### config.mk
export PLATFORM = sky130hd
export DESIGN_NAME = wave_sequencer
export DESIGN_NICKNAME = d
export VERILOG_FILES = /design/src/rtl/wave_seq_pkg.sv /design/src/rtl/wave_sat_step.sv /design/src/rtl/wave_sequencer.sv
export SDC_FILE = /design/constraint.sdc
export NUM_CORES = 1
export LEC_CHECK = 0
export ABC_CLOCK_PERIOD_IN_PS = 3200
export CORE_MARGIN = 4
export CORE_UTILIZATION = 40
export DETAILED_ROUTE_END_ITERATION = 10
export HOLD_SLACK_MARGIN = 0.15
export PLACE_DENSITY = 0.68
export SYNTH_ARGS = -nofsm -noshare
export SYNTH_HDL_FRONTEND = slang
export SYNTH_SLANG_ARGS = --single-unit
### constraint.sdc
create_clock -name clk -period 3.2 [get_ports clk]
set_input_delay 0.48 -clock clk [delete_from_list [all_inputs] [get_ports clk]]
set_output_delay 0.48 -clock clk [all_outputs]
set_load 0.005 [all_outputs]
### src/rtl/wave_seq_pkg.sv
// wave_seq_pkg: shared state encoding and default widths for the triangle sequencer
package wave_seq_pkg;
   localparam int WIDTH_D  = 5;
   localparam int CNT_W_D  = 8;
   localparam int HOLD_W_D = 4;
   typedef enum logic [2:0] {IDLE, RISE, HOLD_HI, FALL, HOLD_LO, DONE} state_t;
endpackage

### src/rtl/wave_sat_step.sv
// wave_sat_step: saturating step toward hi (up) and toward lo (dn) without wrap
module wave_sat_step
   import wave_seq_pkg::*;
#(
   parameter int WIDTH = WIDTH_D
) (
   input  logic [WIDTH-1:0] wave,
   input  logic [WIDTH-1:0] lo,
   input  logic [WIDTH-1:0] hi,
   input  logic [WIDTH-1:0] step,
   output logic [WIDTH-1:0] up,
   output logic [WIDTH-1:0] dn
);
   logic [WIDTH:0] sum, diff;
   always_comb begin
      sum  = {1'b0, wave} + {1'b0, step};
      diff = {1'b0, wave} - {1'b0, lo};
      up   = sum > {1'b0, hi} ? hi : sum[WIDTH-1:0];
      dn   = diff < {1'b0, step} ? lo : wave - step;
   end
endmodule

### src/rtl/wave_sequencer.sv
// wave_sequencer: configurable triangle wave generator with dwell, period count and graceful stop
module wave_sequencer
   import wave_seq_pkg::*;
#(
   parameter int WIDTH  = WIDTH_D,
   parameter int CNT_W  = CNT_W_D,
   parameter int HOLD_W = HOLD_W_D
) (
   input  logic              clk,
   input  logic              rst_n,
   input  logic              cfg_valid,
   output logic              cfg_ready,
   input  logic [WIDTH-1:0]  cfg_lo,
   input  logic [WIDTH-1:0]  cfg_hi,
   input  logic [WIDTH-1:0]  cfg_step,
   input  logic [HOLD_W-1:0] cfg_hold,
   input  logic [CNT_W-1:0]  cfg_periods,
   input  logic              stop,
   output logic [WIDTH-1:0]  wave,
   output logic              busy,
   output logic              period_tick,
   output logic              done,
   output logic              err
);
   state_t state, state_nx;
   logic [WIDTH-1:0] lo_r, hi_r, step_r, up, dn;
   logic [HOLD_W-1:0] hold_r, dwell;
   logic [CNT_W-1:0] per_r, cnt, cnt_nx;
   logic stop_pending, accept, bad, at_hi, at_lo, last;

   wave_sat_step #(.WIDTH(WIDTH)) u_step (
      .wave(wave), .lo(lo_r), .hi(hi_r), .step(step_r), .up(up), .dn(dn)
   );

   always_comb begin
      accept = cfg_valid && cfg_ready;
      bad    = cfg_lo > cfg_hi || cfg_step == '0;
      at_hi  = wave == hi_r;
      at_lo  = wave == lo_r;
      cnt_nx = &cnt ? cnt : cnt + 1'b1;
      // a stop arriving in the very cycle the period completes still ends the run
      last   = stop_pending || stop || (per_r != '0 && cnt_nx == per_r);
   end

   always_ff @(posedge clk or negedge rst_n)
      if (!rst_n) state <= IDLE;
      else state <= state_nx;

   always_comb begin
      state_nx = state;
      case (state)
         IDLE, DONE: if (accept && !bad) state_nx = RISE;
         RISE:       if (at_hi) state_nx = hold_r != '0 ? HOLD_HI : FALL;
         HOLD_HI:    if (dwell == HOLD_W'(1)) state_nx = FALL;
         FALL:       if (at_lo) state_nx = last ? DONE : hold_r != '0 ? HOLD_LO : RISE;
         HOLD_LO:    if (dwell == HOLD_W'(1)) state_nx = RISE;
         default:    state_nx = IDLE;
      endcase
   end

   always_comb begin
      busy      = state inside {RISE, HOLD_HI, FALL, HOLD_LO};
      done      = state == DONE;
      cfg_ready = state == IDLE || state == DONE;
   end

   always_ff @(posedge clk or negedge rst_n) begin
      if (!rst_n) begin
         wave         <= '0;
         lo_r         <= '0;
         hi_r         <= '0;
         step_r       <= '0;
         hold_r       <= '0;
         per_r        <= '0;
         dwell        <= '0;
         cnt          <= '0;
         stop_pending <= 1'b0;
         period_tick  <= 1'b0;
         err          <= 1'b0;
      end else begin
         err         <= accept && bad;
         period_tick <= state == FALL && at_lo;
         if (accept && !bad) begin
            lo_r   <= cfg_lo;
            hi_r   <= cfg_hi;
            step_r <= cfg_step;
            hold_r <= cfg_hold;
            per_r  <= cfg_periods;
            wave   <= cfg_lo;
            cnt    <= '0;
         end else if (state == RISE && !at_hi) wave <= up;
         else if (state == FALL && !at_lo) wave <= dn;
         if ((state == RISE && at_hi) || (state == FALL && at_lo)) dwell <= hold_r;
         else if (state == HOLD_HI || state == HOLD_LO) dwell <= dwell - 1'b1;
         if (state == FALL && at_lo) cnt <= cnt_nx;
         if (state_nx == DONE || !busy) stop_pending <= 1'b0;
         else stop_pending <= stop_pending || stop;
      end
   end
endmodule

==> results.md <==
* Worst Max-Slew Pin Slew at 0.7679 ns
* Setup Buffers After CTS at 0
* Final Power at 5.389 mW
* Worst-path clk slew at 0.10 ns
* H-tree lvl count at 2
* Clock sinks at 50
* Mapped Avg Cell Area at 8.493 sq um
* Post-Syn Area at 3677 sq um
* Flop and latch count out of synthesis at 50
* Final Setup Violations at 0
* Met2 routed WL at 4437 um
* M1 wire length at 4279 um
* Min Hold Slack at 0.2279 ns
* Tmin final at 2.988 ns
* Skew final at 0.01172 ns
* Die height at 103.9 um
* Outcome: finished, final reports clean
* Std-Cell Rows at 34
* Fin. max-slew vios at 0
* Reg2reg setup slack at 0.21 ns
* ANT cells at 0
* Critical path, cell by cell: ha_1 -> inv_1 -> a221oi_2 -> xor2_1 -> ha_1 -> o21ai_0 -> a21oi_1 -> o221ai_2 -> a21oi_1 -> o31a_1 -> o211ai_2
* Longest Clk Path Bufs at 2
* Setup TNS at 0 ns
* Largest net degree at the start of global routing at 52
* Final Util at 48.15%
* Max cap viols at 0
* Cell variety after synth at 62
* Count of yosys warnings during synthesis at 0
* Synth Flop Type: dfrtp_1
* DP Wirelength at 7124 um
* Routed WL per cell at 16.29 um
* Initial Util at 41.56%
* CORE AREA at 8848 sq um
* Required @ worst endpoint at 3.39 ns
* Hold crit path type: input port to asynchronous set/reset pin
* Fillers at 896
* DRT iter0 DRCs at 158
* Crit-path max FO at 6
* Pre-antenna DRT Iters at 6
* Cts bufs inserted at 5
* Highest metal used: met4
* Reg2Reg Depth at 11
* Gr usage total at 17.60%
* Power per cell area at 1265 nW/um^2
* Crit path capture: wave[0]
* Routed wire length at 9351 um
* ANT nets after route at 0
* Critical path capture point type: flop
* Crit path DAT at 3.18 ns
* Root Buffer: clkbuf_8
* Chip width at 103.9 um
* RSZ-0062 raised after global routing: false
* Most frequent cells in the layout: nand2_1, dfrtp_1, clkdlybuf4s50_1
* IO buf count at 40
* WS Path Type: flop to flop
* Final period util at 93.39%
* Final Hold Fails at 0
* Share of cells above drive strength 1 at 6.223%
* First-pass GRT wire length at 15700 um
* Final nets at 531
* R2r startpoint: wave[2]
* Congestion Overflow GR at 0
* Clk_lat worst skew at 0.31 ns
* Vias in the first global route at 3225
* CTS tree: yes
* Die area at 10790 sq um
* EDFF count, synth at 0
* Most common cell after layout, fill and taps aside: nand2_1
* Slowest CP cell: dfrtp_1
* CP startpoint kind: flop
* Routability Congestion at 0.9047
* Seq/Total Area, Yosys at 34.03%
* Relative slew slack at 48.81%
* DR vias at 3223
* Io pins at 41
* Ys async rst share at 100.0%
* Vias/cell at 5.615
* Remaining DRCs at 0
* Area delta synth->final at 15.86%
* Syn nets at 498
* DP Area at 4131 sq um
* Post-route cell area at 4260 sq um
* Initial antenna violation count at 0
* Maximum vdd drop at 568.6 uV
* Synth Instances at 433
* WL met3 at 412 um
* Max Fclk at 0.3346 GHz
* Crit. Startpoint: wave[2]
* Critical R2R Capture: wave[0]
* CP max stage delay at 0.49 ns
* Lkg Pwr at 1.886 nW
==> critical path, delay by kind of cell (launching register included) <==
| family | cells | cell delay [ns] |
|---|---|---|
| DFF | 1 | 0.49 |
| xor gates and xnor gates | 1 | 0.16 |
| AOI/OAI and AO/OA | 7 | 1.37 |
| buffers and inverters | 1 | 0.09 |
| adders and majority gates | 2 | 0.76 |
==> metal layers <==
metal / GRT usage (%) / vias to the layer above
met4: 6.933 / 0
li1: - / 1608
met3: 3.476 / 21
met5: 0 / -
met1: 23.70 / 1528
met2: 27.81 / 66
==> synth_stat cells, types with 2 or more instances <==
cell type	n	share of area (%)
xor2_1	14	3.3
o21bai_1	4	0.82
nor2b_1	7	1.2
and4_1	2	0.48
or2_2	2	0.34
and3_1	4	0.68
dfrtp_1	50	34
xnor2_1	8	1.9
nor3_1	14	1.9
o221ai_1	2	0.48
or4_1	2	0.41
buf_2	10	1.4
a2111oi_0	2	0.48
a211oi_1	6	1.2
o21ai_0	28	3.8
nand4_1	4	0.68
o21a_1	6	1.2
a221oi_1	2	0.48
a21oi_1	22	3.0
inv_1	31	3.2
mux2i_1	2	0.54
buf_6	2	0.61
nand2_1	69	7.0
o221a_2	2	0.61
nor2_1	23	2.3
a31oi_1	12	2.0
clkbuf_2	3	0.41
nor4_1	4	0.68
a211o_1	3	0.71
ha_1	31	11
and2_1	2	0.34
a21o_1	5	1.0
o211ai_1	4	0.82
fa_1	3	1.6
nand3_1	15	2.0
a21boi_0	2	0.41
nand2b_1	6	1.0
==> layout make-up <==
class                      count  area, sq um  area share [%]
sequential                    50         1252           29.40
timing repair buffer          43        417.9           9.809
inverter                      32        120.1           2.819
clock inverter                 2        38.79          0.9104
multi-input combinational    334         2227           52.28
tap                          108        135.1           3.172
clock buffer                   5        68.82           1.615
==> kinds of logic (layout without fill, tap and decap cells) <==
family                     count (synthesis)  in the layout  share of synthesized area [%]
adders and majority gates                 34             34                          12.18
and+or+nand+nor                          160            160                          20.45
xor gates and xnor gates                  22             22                          5.240
DFF                                       50             50                          34.03
AOI/OAI and AO/OA                        116            116                          21.61
buffers and inverters                     49             82                          5.954
muxes                                      2              2                         0.5444
==> worst min-delay path by stage <==
stage | end | cells after the start | slack, ns | from
3_5_place_dp | hold_r[1] | 2 | 0.50 | hold_r[1]
6_report | dwell[2] | 1 | 0.23 | rst_n
5_1_grt | dwell[2] | 1 | 0.27 | rst_n
2_1_floorplan | cnt[0] | 0 | 0.18 | rst_n
4_1_cts | dwell[3] | 1 | 0.26 | rst_n
3_3_place_gp | hold_r[1] | 2 | 0.49 | hold_r[1]
==> through the flow <==
stage	std cells	setup WS (ns)
4_1_cts	574	0.03959
2_1_floorplan	433	0.4251
3_5_place_dp	567	0.06994
6_report	574	0.2116
5_1_grt	574	0.03381
3_3_place_gp	567	0.1940
==> state kept, by name, indices dropped and copies added, names as in the netlist <==
signal        flops
cnt               8
wave              5
period_tick       1
per_r             8
hi_r              5
hold_r            4
dwell             4
stop_pending      1
state             3
step_r            5
lo_r              5
err               1
==> timing repair <==
| item | CTS | global route |
|---|---|---|
| gates resized for setup | 0 | 5 |
| setup endpoints to repair | 0 | 5 |
| hold buffers | 0 | 0 |
==> power breakdown <==
group	internal, mW	switching, mW
Clock	0.231	0.228
Combinational	1.62	2.03
Sequential	0.920	0.362
Total	2.77	2.62
Note: power is estimated with default switching activity, not from simulation.
==> variant, RTL diff (config.mk and constraints unchanged) <==
Set the package constant `HOLD_W_D` to 3 (it was 4).
--- a/src/rtl/wave_seq_pkg.sv
+++ b/src/rtl/wave_seq_pkg.sv
@@ -3,5 +3,5 @@
    localparam int WIDTH_D  = 5;
    localparam int CNT_W_D  = 8;
-   localparam int HOLD_W_D = 4;
+   localparam int HOLD_W_D = 3;
    typedef enum logic [2:0] {IDLE, RISE, HOLD_HI, FALL, HOLD_LO, DONE} state_t;
 endpackage
Interface: changed (resized cfg_hold); port bits go from 41 to 40. No check against the original RTL was run, so the function may have changed too.
==> variant against the unedited design <==
- largest cell class unchanged
- die area shrank 1.4%
- global-route usage is 0.50 points lower
- power up 6.0%
- via count is 2.2% lower
- fmax is 4.6% lower
- first-iteration DRC count is 1.3% lower
- cell area rose by 4.3%
- largest power group unchanged
- critical path depth rose by 3
- sequential cell count fell by 2
- synthesized area is 1.5% lower
- highest routed layer unchanged
- wire length down 1.2%
- worst setup slack worse by 0.14 ns
==> variant: results <==
metrics = {
    "status": {
        "status": "finished, final reports clean",
    },
    "placement": {
        "gp_congestion": 0.883,
        "portBuffers": 39,
        "placed_cells": 538,
        "hpwl_um": 6920,
    },
    "cts": {
        "clockBufferDepth": 2,
        "cts.htree.levels": 2,
        "clk_pin_slew_ns": 0.10,
        "cts_buffers": 5,
        "clk_latency_ns": 0.31,
        "cts-root-buf": "clkbuf_8",
    },
    "logic_synthesis": {
        "synth_commonest_cells": "dfrtp_1 (48), ha_1 (31), a21oi_1 (27)",
        "yosys-top-cells-area": "dfrtp_1 (33%), ha_1 (11%), mux2_1 (4.0%)",
        "synth.net_count": 458,
        "ys_warn_count": 0,
        "syn_area_per_cell_sq_um": 9.19,
        "synth_cell_types": 64,
        "async_reset_ff_share_pct": 100,
        "ys_seq_area_share_pct": 33.2,
        "ys.flop_type": "dfrtp_1",
    },
    "critical_path": {
        "max_stage_delay_ns": 0.43,
        "cp_max_fo": 4,
        "crit_start": "wave[0]$_DFFE_PN0P_",
        "reg2reg_slack_ns": 0.07,
        "crit_type": "flop to flop",
        "r2r_cells": 14,
        "cp_slowest_cell": "dfrtp_1",
        "timing.rr.end": "wave[3]$_DFFE_PN0P_",
        "arrival_ns": 3.33,
    },
    "layout": {
        "drive_gt1_share_pct": 13.9,
        "antenna_cells": 0,
        "fill_cells": 795,
        "final_nets": 508,
        "reg_top3": "cnt: 8 flops, per_r: 8 flops",
        "post_layout_nonfiller_instances": 553,
    },
    "global_route": {
        "grt_pass1_vias": 2990,
        "grt_pass1_wl_um": 14300,
        "grt_max_degree": 34,
        "antenna_found_initial": 0,
        "grtUsageTotal_pct": 17.1,
    },
    "sta": {
        "tightest_slew_ns": 0.788,
        "finClkSkew_ns": 0.00902,
    },
    "pwr": {
        "ir_drop_mv": 0.697,
        "p_leak_uw": 0.00187,
    },
    "drt": {
        "drtIter0Drc": 156,
        "vias_per_cell": 5.70,
        "wl_per_cell_um": 16.7,
        "dr.pass1.iters": 4,
    },
    "hold_path": {
        "hold_class": "input pin to asynchronous set/reset pin",
    },
}
variant: cell types whose count changed in the layout (fill, tap and decap cells not counted), moves of 5 or more:
cell     before  now
nand2_1      69   23
inv_1        31   25
xnor2_1       8   16
and2_1        2    8
mux2_1        0   13
xor2_1       14    5
a21oi_1      20   25
buf_4         3   17
o21ai_0      28    9
a31oi_1      12    2
o21ai_1       1   19
variant: repair_timing:
action,CTS,global route
setup endpoints to repair,1,5
pin swaps,0,12
setup buffers,0,7
cloned,0,0
resized for setup,2,25
variant: where the power goes:
group / switching (uW) / leakage [uW] / internal [uW]
Sequential: 276 / 0.000595 / 870
Clock: 228 / 0.0000583 / 236
Combinational: 2130 / 0.00121 / 1980
variant: kinds of logic after synthesis:
logic type	Yosys count	synth area share [%]
buffers and inverters	43	5.39
multiplexers	24	7.22
AO/OA/AOI/OAI	101	18.7
AND/OR/NAND/NOR	123	18.1
flip-flops	48	33.2
adder cells (fa/ha/maj)	34	12.4
XOR/XNOR	21	5.08
variant: worst min path at each step:
stage | depth (start not counted) | to
after floorplan | 0 | cnt[0]$_DFFE_PN0P_
after global placement | 1 | per_r[3]$_DFFE_PN0P_
after detailed placement | 1 | per_r[3]$_DFFE_PN0P_
after CTS | 1 | hold_r[2]$_DFFE_PN0P_
after global routing | 1 | hold_r[2]$_DFFE_PN0P_
final | 1 | hold_r[2]$_DFFE_PN0P_
variant: worst max-delay path, delay by kind of cell, from the launching register on:
kind	cells	cell delay (ns)
buffers and inverters	3	0.25
DFF	1	0.43
and+or+nand+nor	1	0.12
AOI/OAI and AO/OA	6	1.25
adders and majority gates	3	0.90
xor gates and xnor gates	1	0.09
variant: routing by layer:
layer / global-route usage [%] / share of wire [%] / up-vias
li1: - / - / 1518
met5: 0 / 0 / -
met2: 28.1 / 48 / 99
met4: 6.37 / 2.7 / 0
met1: 22.6 / 43 / 1515
met3: 2.77 / 5.6 / 21
variant: layout make-up:
class,count,area (sq um),share of cell area (%)
Sequential cell,48,1200,27.0
Timing Repair Buffer,58,544,12.2
Tap cell,108,135,3.04
Clock buffer,5,68.8,1.55
Multi-Input combinational cell,303,2340,52.7
Inverter,28,105,2.36
Clock inverter,3,47.5,1.07
variant: metrics by stage:
step | setup TNS (ns) | setup WS (ns) | hold WS, ns | instance area [sq um] | power [uW]
final | 0 | 0.0685 | 0.238 | 4440 | 5710
after global routing | -0.0885 | -0.0302 | 0.300 | 4440 | 6170
after CTS | 0 | 0.00944 | 0.264 | 4280 | 4990
after detailed placement | -0.0956 | -0.0956 | 0.509 | 4160 | 4450
after global placement | -0.00420 | -0.00420 | 0.493 | 4160 | 4360
after floorplan | 0 | 0.0700 | 0.184 | 3620 | 3500
